[src/rtl/video_layer_mixer.sv]
// Colour-keyed N-layer RGB compositor; 3 sysClk latency from the SAMPLE_PHASE sample, output held for the pixel slot, no backpressure.
// Define VIDEO_LAYER_MIXER_FADE_EN for the frame-stepped alpha fade engine; otherwise a hard key at full alpha.
module video_layer_mixer #(
   parameter int CHANNELS     = 2,
   parameter int BPC          = 6,
   parameter int ALPHA_W      = 4,
   parameter int SAMPLE_PHASE = 0,
   parameter int FRAME_DIV_W  = 4
) (
   input  logic                      sysClk,
   input  logic                      nReset,
   input  logic [2:0]                sysClkPhase,
   input  logic                      frameStart,
   input  logic [CHANNELS*3*BPC-1:0] rgbIn,
   input  logic [CHANNELS-1:0]       layerEnable,
   input  logic [3*BPC-1:0]          keyColour,
   input  logic                      fadeStart,
   input  logic [ALPHA_W:0]          fadeTarget,
   input  logic [FRAME_DIV_W-1:0]    fadeRate,
   output logic [3*BPC-1:0]          rgbOut,
   output logic                      fgVisible,
   output logic                      fadeBusy,
   output logic [ALPHA_W:0]          alphaLevel
);

   localparam int PW = 3*BPC;
   localparam logic [ALPHA_W:0] ALPHA_MAX = {1'b1, {ALPHA_W{1'b0}}};
   localparam logic [2:0] PH_S1  = 3'(SAMPLE_PHASE);
   localparam logic [2:0] PH_S2  = 3'(SAMPLE_PHASE + 1);
   localparam logic [2:0] PH_S3  = 3'(SAMPLE_PHASE + 2);
   localparam logic [2:0] PH_OUT = 3'(SAMPLE_PHASE + 3);

   logic [CHANNELS*PW-1:0] rgb_s1;
   logic [CHANNELS-1:0]    en_s1;
   logic [PW-1:0]          key_s1;
   logic [PW-1:0]          bg_sel, fg_sel, bg_s2, fg_s2, mix, pix_s3;
   logic                   hit_sel, hit_s2, hit_s3;

   // Ascending scan so the highest-index visible layer wins.
   always_comb begin
      bg_sel  = en_s1[0] ? rgb_s1[PW-1:0] : '0;
      fg_sel  = '0;
      hit_sel = 1'b0;
      for (int k = 1; k < CHANNELS; k++) begin
         if (en_s1[k] && (rgb_s1[k*PW +: PW] != key_s1)) begin
            fg_sel  = rgb_s1[k*PW +: PW];
            hit_sel = 1'b1;
         end
      end
   end

`ifdef VIDEO_LAYER_MIXER_FADE_EN
   localparam int PRODW = BPC + ALPHA_W + 1;
   localparam logic [0:0] ST_IDLE   = 1'b0;
   localparam logic [0:0] ST_FADING = 1'b1;
   localparam logic [ALPHA_W:0]     ALPHA_ONE = {{ALPHA_W{1'b0}}, 1'b1};
   localparam logic [FRAME_DIV_W:0] DIV_ONE   = {{FRAME_DIV_W{1'b0}}, 1'b1};

   logic [0:0]             fade_state;
   logic [ALPHA_W:0]       alpha_q, target_q, tgt_clamp, alpha_step, alpha_s1, alpha_s2;
   logic [FRAME_DIV_W-1:0] rate_q, div_q, rate_eff;
   logic [FRAME_DIV_W:0]   div_inc;
   logic [PW-1:0]          blend_sel;

   function automatic logic [BPC-1:0] blend(input logic [BPC-1:0] f, input logic [BPC-1:0] b,
                                            input logic [ALPHA_W:0] a);
      logic [PRODW-1:0] pf, pb;
      pf = PRODW'(f) * PRODW'(a);
      pb = PRODW'(b) * PRODW'(ALPHA_MAX - a);
      return BPC'((pf + pb) >> ALPHA_W);
   endfunction

   always_comb begin
      blend_sel = '0;
      for (int c = 0; c < 3; c++)
         blend_sel[c*BPC +: BPC] = blend(fg_s2[c*BPC +: BPC], bg_s2[c*BPC +: BPC], alpha_s2);
   end

   assign mix        = hit_s2 ? blend_sel : bg_s2;
   assign tgt_clamp  = (fadeTarget > ALPHA_MAX) ? ALPHA_MAX : fadeTarget;
   assign rate_eff   = (rate_q == '0) ? {{(FRAME_DIV_W-1){1'b0}}, 1'b1} : rate_q;
   assign div_inc    = {1'b0, div_q} + DIV_ONE;
   assign alpha_step = (alpha_q < target_q) ? alpha_q + ALPHA_ONE : alpha_q - ALPHA_ONE;
   assign alphaLevel = alpha_q;
   assign fadeBusy   = (fade_state == ST_FADING);

   // A fadeStart takes precedence over a coincident frameStart, which is then not counted.
   always_ff @(posedge sysClk or negedge nReset) begin
      if (!nReset) begin
         fade_state <= ST_IDLE;
         alpha_q    <= ALPHA_MAX;
         target_q   <= ALPHA_MAX;
         rate_q     <= '0;
         div_q      <= '0;
      end else if (fade_state == ST_IDLE) begin
         if (fadeStart && (tgt_clamp != alpha_q)) begin
            fade_state <= ST_FADING;
            target_q   <= tgt_clamp;
            rate_q     <= fadeRate;
            div_q      <= '0;
         end
      end else if (fadeStart) begin
         target_q <= tgt_clamp;
         rate_q   <= fadeRate;
         div_q    <= '0;
         if (tgt_clamp == alpha_q) fade_state <= ST_IDLE;
      end else if (frameStart) begin
         if (div_inc >= {1'b0, rate_eff}) begin
            div_q   <= '0;
            alpha_q <= alpha_step;
            if (alpha_step == target_q) fade_state <= ST_IDLE;
         end else begin
            div_q <= div_inc[FRAME_DIV_W-1:0];
         end
      end
   end

   always_ff @(posedge sysClk or negedge nReset) begin
      if (!nReset) begin
         alpha_s1 <= '0;
         alpha_s2 <= '0;
      end else begin
         if (sysClkPhase == PH_S1) alpha_s1 <= alpha_q;
         if (sysClkPhase == PH_S2) alpha_s2 <= alpha_s1;
      end
   end
`else
   logic unused_fade;

   assign unused_fade = ^{frameStart, fadeStart, fadeTarget, fadeRate};
   assign mix         = hit_s2 ? fg_s2 : bg_s2;
   assign alphaLevel  = ALPHA_MAX;
   assign fadeBusy    = 1'b0;
`endif

   always_ff @(posedge sysClk or negedge nReset) begin
      if (!nReset) begin
         rgb_s1    <= '0;
         en_s1     <= '0;
         key_s1    <= '0;
         bg_s2     <= '0;
         fg_s2     <= '0;
         hit_s2    <= 1'b0;
         pix_s3    <= '0;
         hit_s3    <= 1'b0;
         rgbOut    <= '0;
         fgVisible <= 1'b0;
      end else begin
         if (sysClkPhase == PH_S1) begin
            rgb_s1 <= rgbIn;
            en_s1  <= layerEnable;
            key_s1 <= keyColour;
         end
         if (sysClkPhase == PH_S2) begin
            bg_s2  <= bg_sel;
            fg_s2  <= fg_sel;
            hit_s2 <= hit_sel;
         end
         if (sysClkPhase == PH_S3) begin
            pix_s3 <= mix;
            hit_s3 <= hit_s2;
         end
         if (sysClkPhase == PH_OUT) begin
            rgbOut    <= pix_s3;
            fgVisible <= hit_s3;
         end
      end
   end

endmodule

[config.mk]
export PLATFORM = sky130hd
export DESIGN_NAME = video_layer_mixer
export DESIGN_NICKNAME = d
export VERILOG_FILES = /design/src/rtl/video_layer_mixer.sv
export SDC_FILE = /design/constraint.sdc
export NUM_CORES = 1
export LEC_CHECK = 0
export CAP_MARGIN = 20
export CORE_ASPECT_RATIO = 0.8
export CORE_MARGIN = 2
export CORE_UTILIZATION = 57
export CTS_CLUSTER_DIAMETER = 80
export DETAILED_ROUTE_END_ITERATION = 8
export GPL_TIMING_DRIVEN = 0
export PLACE_DENSITY = 0.9
export SLEW_MARGIN = 20
export SYNTH_ARGS = -nofsm -noshare
export SYNTH_HDL_FRONTEND = slang
export SYNTH_SLANG_ARGS = --single-unit
[constraint.sdc]
create_clock -name sysClk -period 4.4 [get_ports sysClk]
set_input_delay 1.32 -clock sysClk [delete_from_list [all_inputs] [get_ports sysClk]]
set_output_delay 1.32 -clock sysClk [all_outputs]
set_load 0.01 [all_outputs]
==> flow_summary.yaml <==
outcome:
  outcome: "finished clean"
route:
  drtAntennaViolNets: 0
  top_layer_used: "met4"
  wl_met2_mm: 6.14
  drt-initial-drc-count: 239
  dr.pass1.iters: 4
  wirelength_mm: 12.6
  drt-met1-wl_mm: 5.60
  route.met3.wl_um: 657
  vias: 3990
  wl_per_cell_um: 17.3
  viasPerCell: 5.49
  drc: 0
layout:
  final_area_um2: 7340
  nets: 650
  seq_area_um2: 3280
  finalNonFillerCells: 727
  fillerInstances: 622
  area_growth_pct: 27.8
  n_antenna_cell: 0
  multi_input_area_um2: 2240
  drive_above_1_share: 0.240
die:
  start_util: 0.590
  die_h_um: 93.7
  core_area_um2: 9730
  ios: 97
  rows: 32
  die-area_um2: 10900
  die_x_um: 116
pwr:
  irDropWorstVdd_v: 0.000332
  leakage_nw: 3.28
  powerDensity_nw_per_um2: 546
  report.power.total_mw: 4.01
timing:
  max_slew_margin: 0.526
  finalCritPeriodShare: 0.621
  whs_ns: 0.470
  min_period_ns: 2.73
  worst_pin_slew_ns: 0.711
  hold_violations: 0
  rsz0062_at_grt: "false"
  setup_viol: 0
  clock.fmax_ghz: 0.366
  clock-skew-final_ns: 0.0147
  slew_violations: 0
yosys:
  synth_top_family_by_area: "multiplexers"
  ys_ff_latch: 131
  avgSynthCellArea_um2: 12.1
  yosys_warnings: 0
  netlist_area_um2: 5740
  synth.yosys.seq_area_share: 0.571
  yosys.cell_types.count: 27
  synth_mux_area_frac: 0.182
  synth_xor_area_frac: 0.0288
  synth_compound_gate_area_share: 0.0558
  syn_inst: 475
  synthAdderAreaFrac: 0
  synth-simple-area-share: 0.119
clocking:
  cts_setup_buffers: 0
  cts_resized: 0
  cts_tree: "done"
  clkTransAtPathRegs_ns: 0.05
  root_buffer: "clkbuf_16"
  htreeDepth: 4
  clkLatencyLatePin_ns: 0.42
  cts_made_buffers: 17
  cts_max_path_buffers: 2
  cts_sinks: 131
  cts_hold_buf: 0
critical_path:
  rr_worst_depth: 5
  cp-end-kind: "register"
  cp.required_ns: 4.68
  start_kind: "primary input"
  crit_fanout: 10
  endpoint: "rgb_s1[6]"
  crit_chain: "clkdlybuf4s50_1 > nor3_1 > buf_4 > buf_6 > mux2_2"
  critPathTopFamily: "buffers and inverters"
  cp_slowest_stage_delay_ns: 0.52
  cp_num_cells: 5
  r2r_slack_ns: 2.66
  r2r-start: "rgb_s1[24]"
  crit_buf_inv: 3
  regToRegEndpoint: "fg_s2[14]"
  arrival_ns: 3.02
  slowest_stage: "clkdlybuf4s50_1"
  critPathLaunch: "sysClkPhase[1]"
  criticalPathCategory: "in -> reg"
grt:
  antenna_found_initial: 0
  overflow: 0
  grt_pass1_wl_mm: 20.9
  grt_pass1_vias: 4172
  grt_max_degree: 74
  grt_usage: 0.254
place:
  gp_congestion: 0.804
  portBuffers: 79
  placed_cell_area_um2: 6740
  dp.cells: 695
  dp_hpwl_mm: 8.58
min_path:
  min_path_type: "reg -> reg"
flow_run:
  max_cap_violations: 0
-- metal layers --
metal / vias to the layer above / track usage
li1: 1868 / -
met1: 1943 / 0.339
met2: 157 / 0.409
met3: 22 / 0.0600
met4: 0 / 0.0903
met5: - / 0
-- cells in the mapped netlist (all sizes together) --
cell type	number	area, µm²
dfrtp	131	3280
mux2	76	856
nand2	55	206
nand3	36	180
buf	29	209
a21oi	19	95.1
mux2i	19	190
and3	18	113
nor2	18	67.6
o21ai	18	90.1
o31ai	18	135
xnor2	18	165
clkbuf	7	26.3
nand4	4	61.3
nor3	3	15.0
conb	2	7.51
nor3b	2	26.3
nand3b	1	7.51
or3b	1	8.76
-- stage by stage --
stage | TNS (ns) | utilization | worst slack, ns
finish | 0 | 0.754 | 1.67
global route | 0 | 0.754 | 1.65
CTS | 0 | 0.754 | 1.70
detailed placement | 0 | 0.693 | 1.29
global placement | -348.11 | 0.690 | -2.67
floorplan | 0 | - | 2.08
-- power breakdown --
group          internal [mW]  switching [mW]  total (mW)
clock                  0.858           0.539        1.40
sequential              1.51           0.209        1.72
combinational          0.476           0.413       0.888
total                   2.85            1.16        4.01
-- flip-flops by register name, indices dropped and copies added, names as in the netlist --
| signal | count |
|---|---|
| en_s1 | 2 |
| hit_s2 | 1 |
| fgVisible | 1 |
| pix_s3 | 18 |
| hit_s3 | 1 |
| bg_s2 | 18 |
| key_s1 | 18 |
| rgbOut | 18 |
| fg_s2 | 18 |
| rgb_s1 | 36 |
-- area by class of cell --
type | instances | share of cell area
Buffer | 36 | 0.0321
Multi-Input combinational cell | 312 | 0.305
Tap cell | 136 | 0.0232
Clock inverter | 13 | 0.0205
Sequential cell | 131 | 0.447
Clock buffer | 19 | 0.0604
Timing Repair Buffer | 80 | 0.112
-- worst min-delay path by stage --
stage | start | slack (ns) | cells after the start | endpoint
2_1_floorplan | bg_s2[0] | 0.44 | 2 | bg_s2[0]
3_3_place_gp | bg_s2[7] | 0.45 | 2 | bg_s2[7]
3_5_place_dp | bg_s2[1] | 0.46 | 2 | bg_s2[1]
4_1_cts | bg_s2[1] | 0.47 | 2 | bg_s2[1]
5_1_grt | bg_s2[15] | 0.49 | 2 | bg_s2[15]
6_report | bg_s2[1] | 0.47 | 2 | bg_s2[1]
-- logic make-up (layout without fill, tap and decap cells) --
logic type      count (synthesis)  in the layout
simple gates                  138            138
flops                         131            131
mux                            95             95
compound gates                 55             55
buf+inv                        36            148
xor+xnor                       18             18
other cells                     2              6
-- cell usage in the layout, fill, tap and decap left out, types with 14 or more instances in the layout --
| cell type | instances |
|---|---|
| nand3_1 | 36 |
| nand2_1 | 55 |
| mux2i_1 | 19 |
| dfrtp_1 | 131 |
| mux2_2 | 76 |
| xnor2_1 | 17 |
| a21oi_1 | 19 |
| clkbuf_16 | 17 |
| and3_1 | 18 |
| o21ai_0 | 14 |
| o31ai_1 | 18 |
| nor2_1 | 18 |
| clkdlybuf4s50_1 | 78 |
-- worst reg2reg max path, stage by stage (launching register included) --
cell     delay [ns]
dfrtp_1        0.42
xnor2_1        0.32
nand4_4        0.25
buf_6          0.22
o31ai_1        0.28
nand3_1        0.12
No activity file was read; power rests on OpenSTA's default activity.
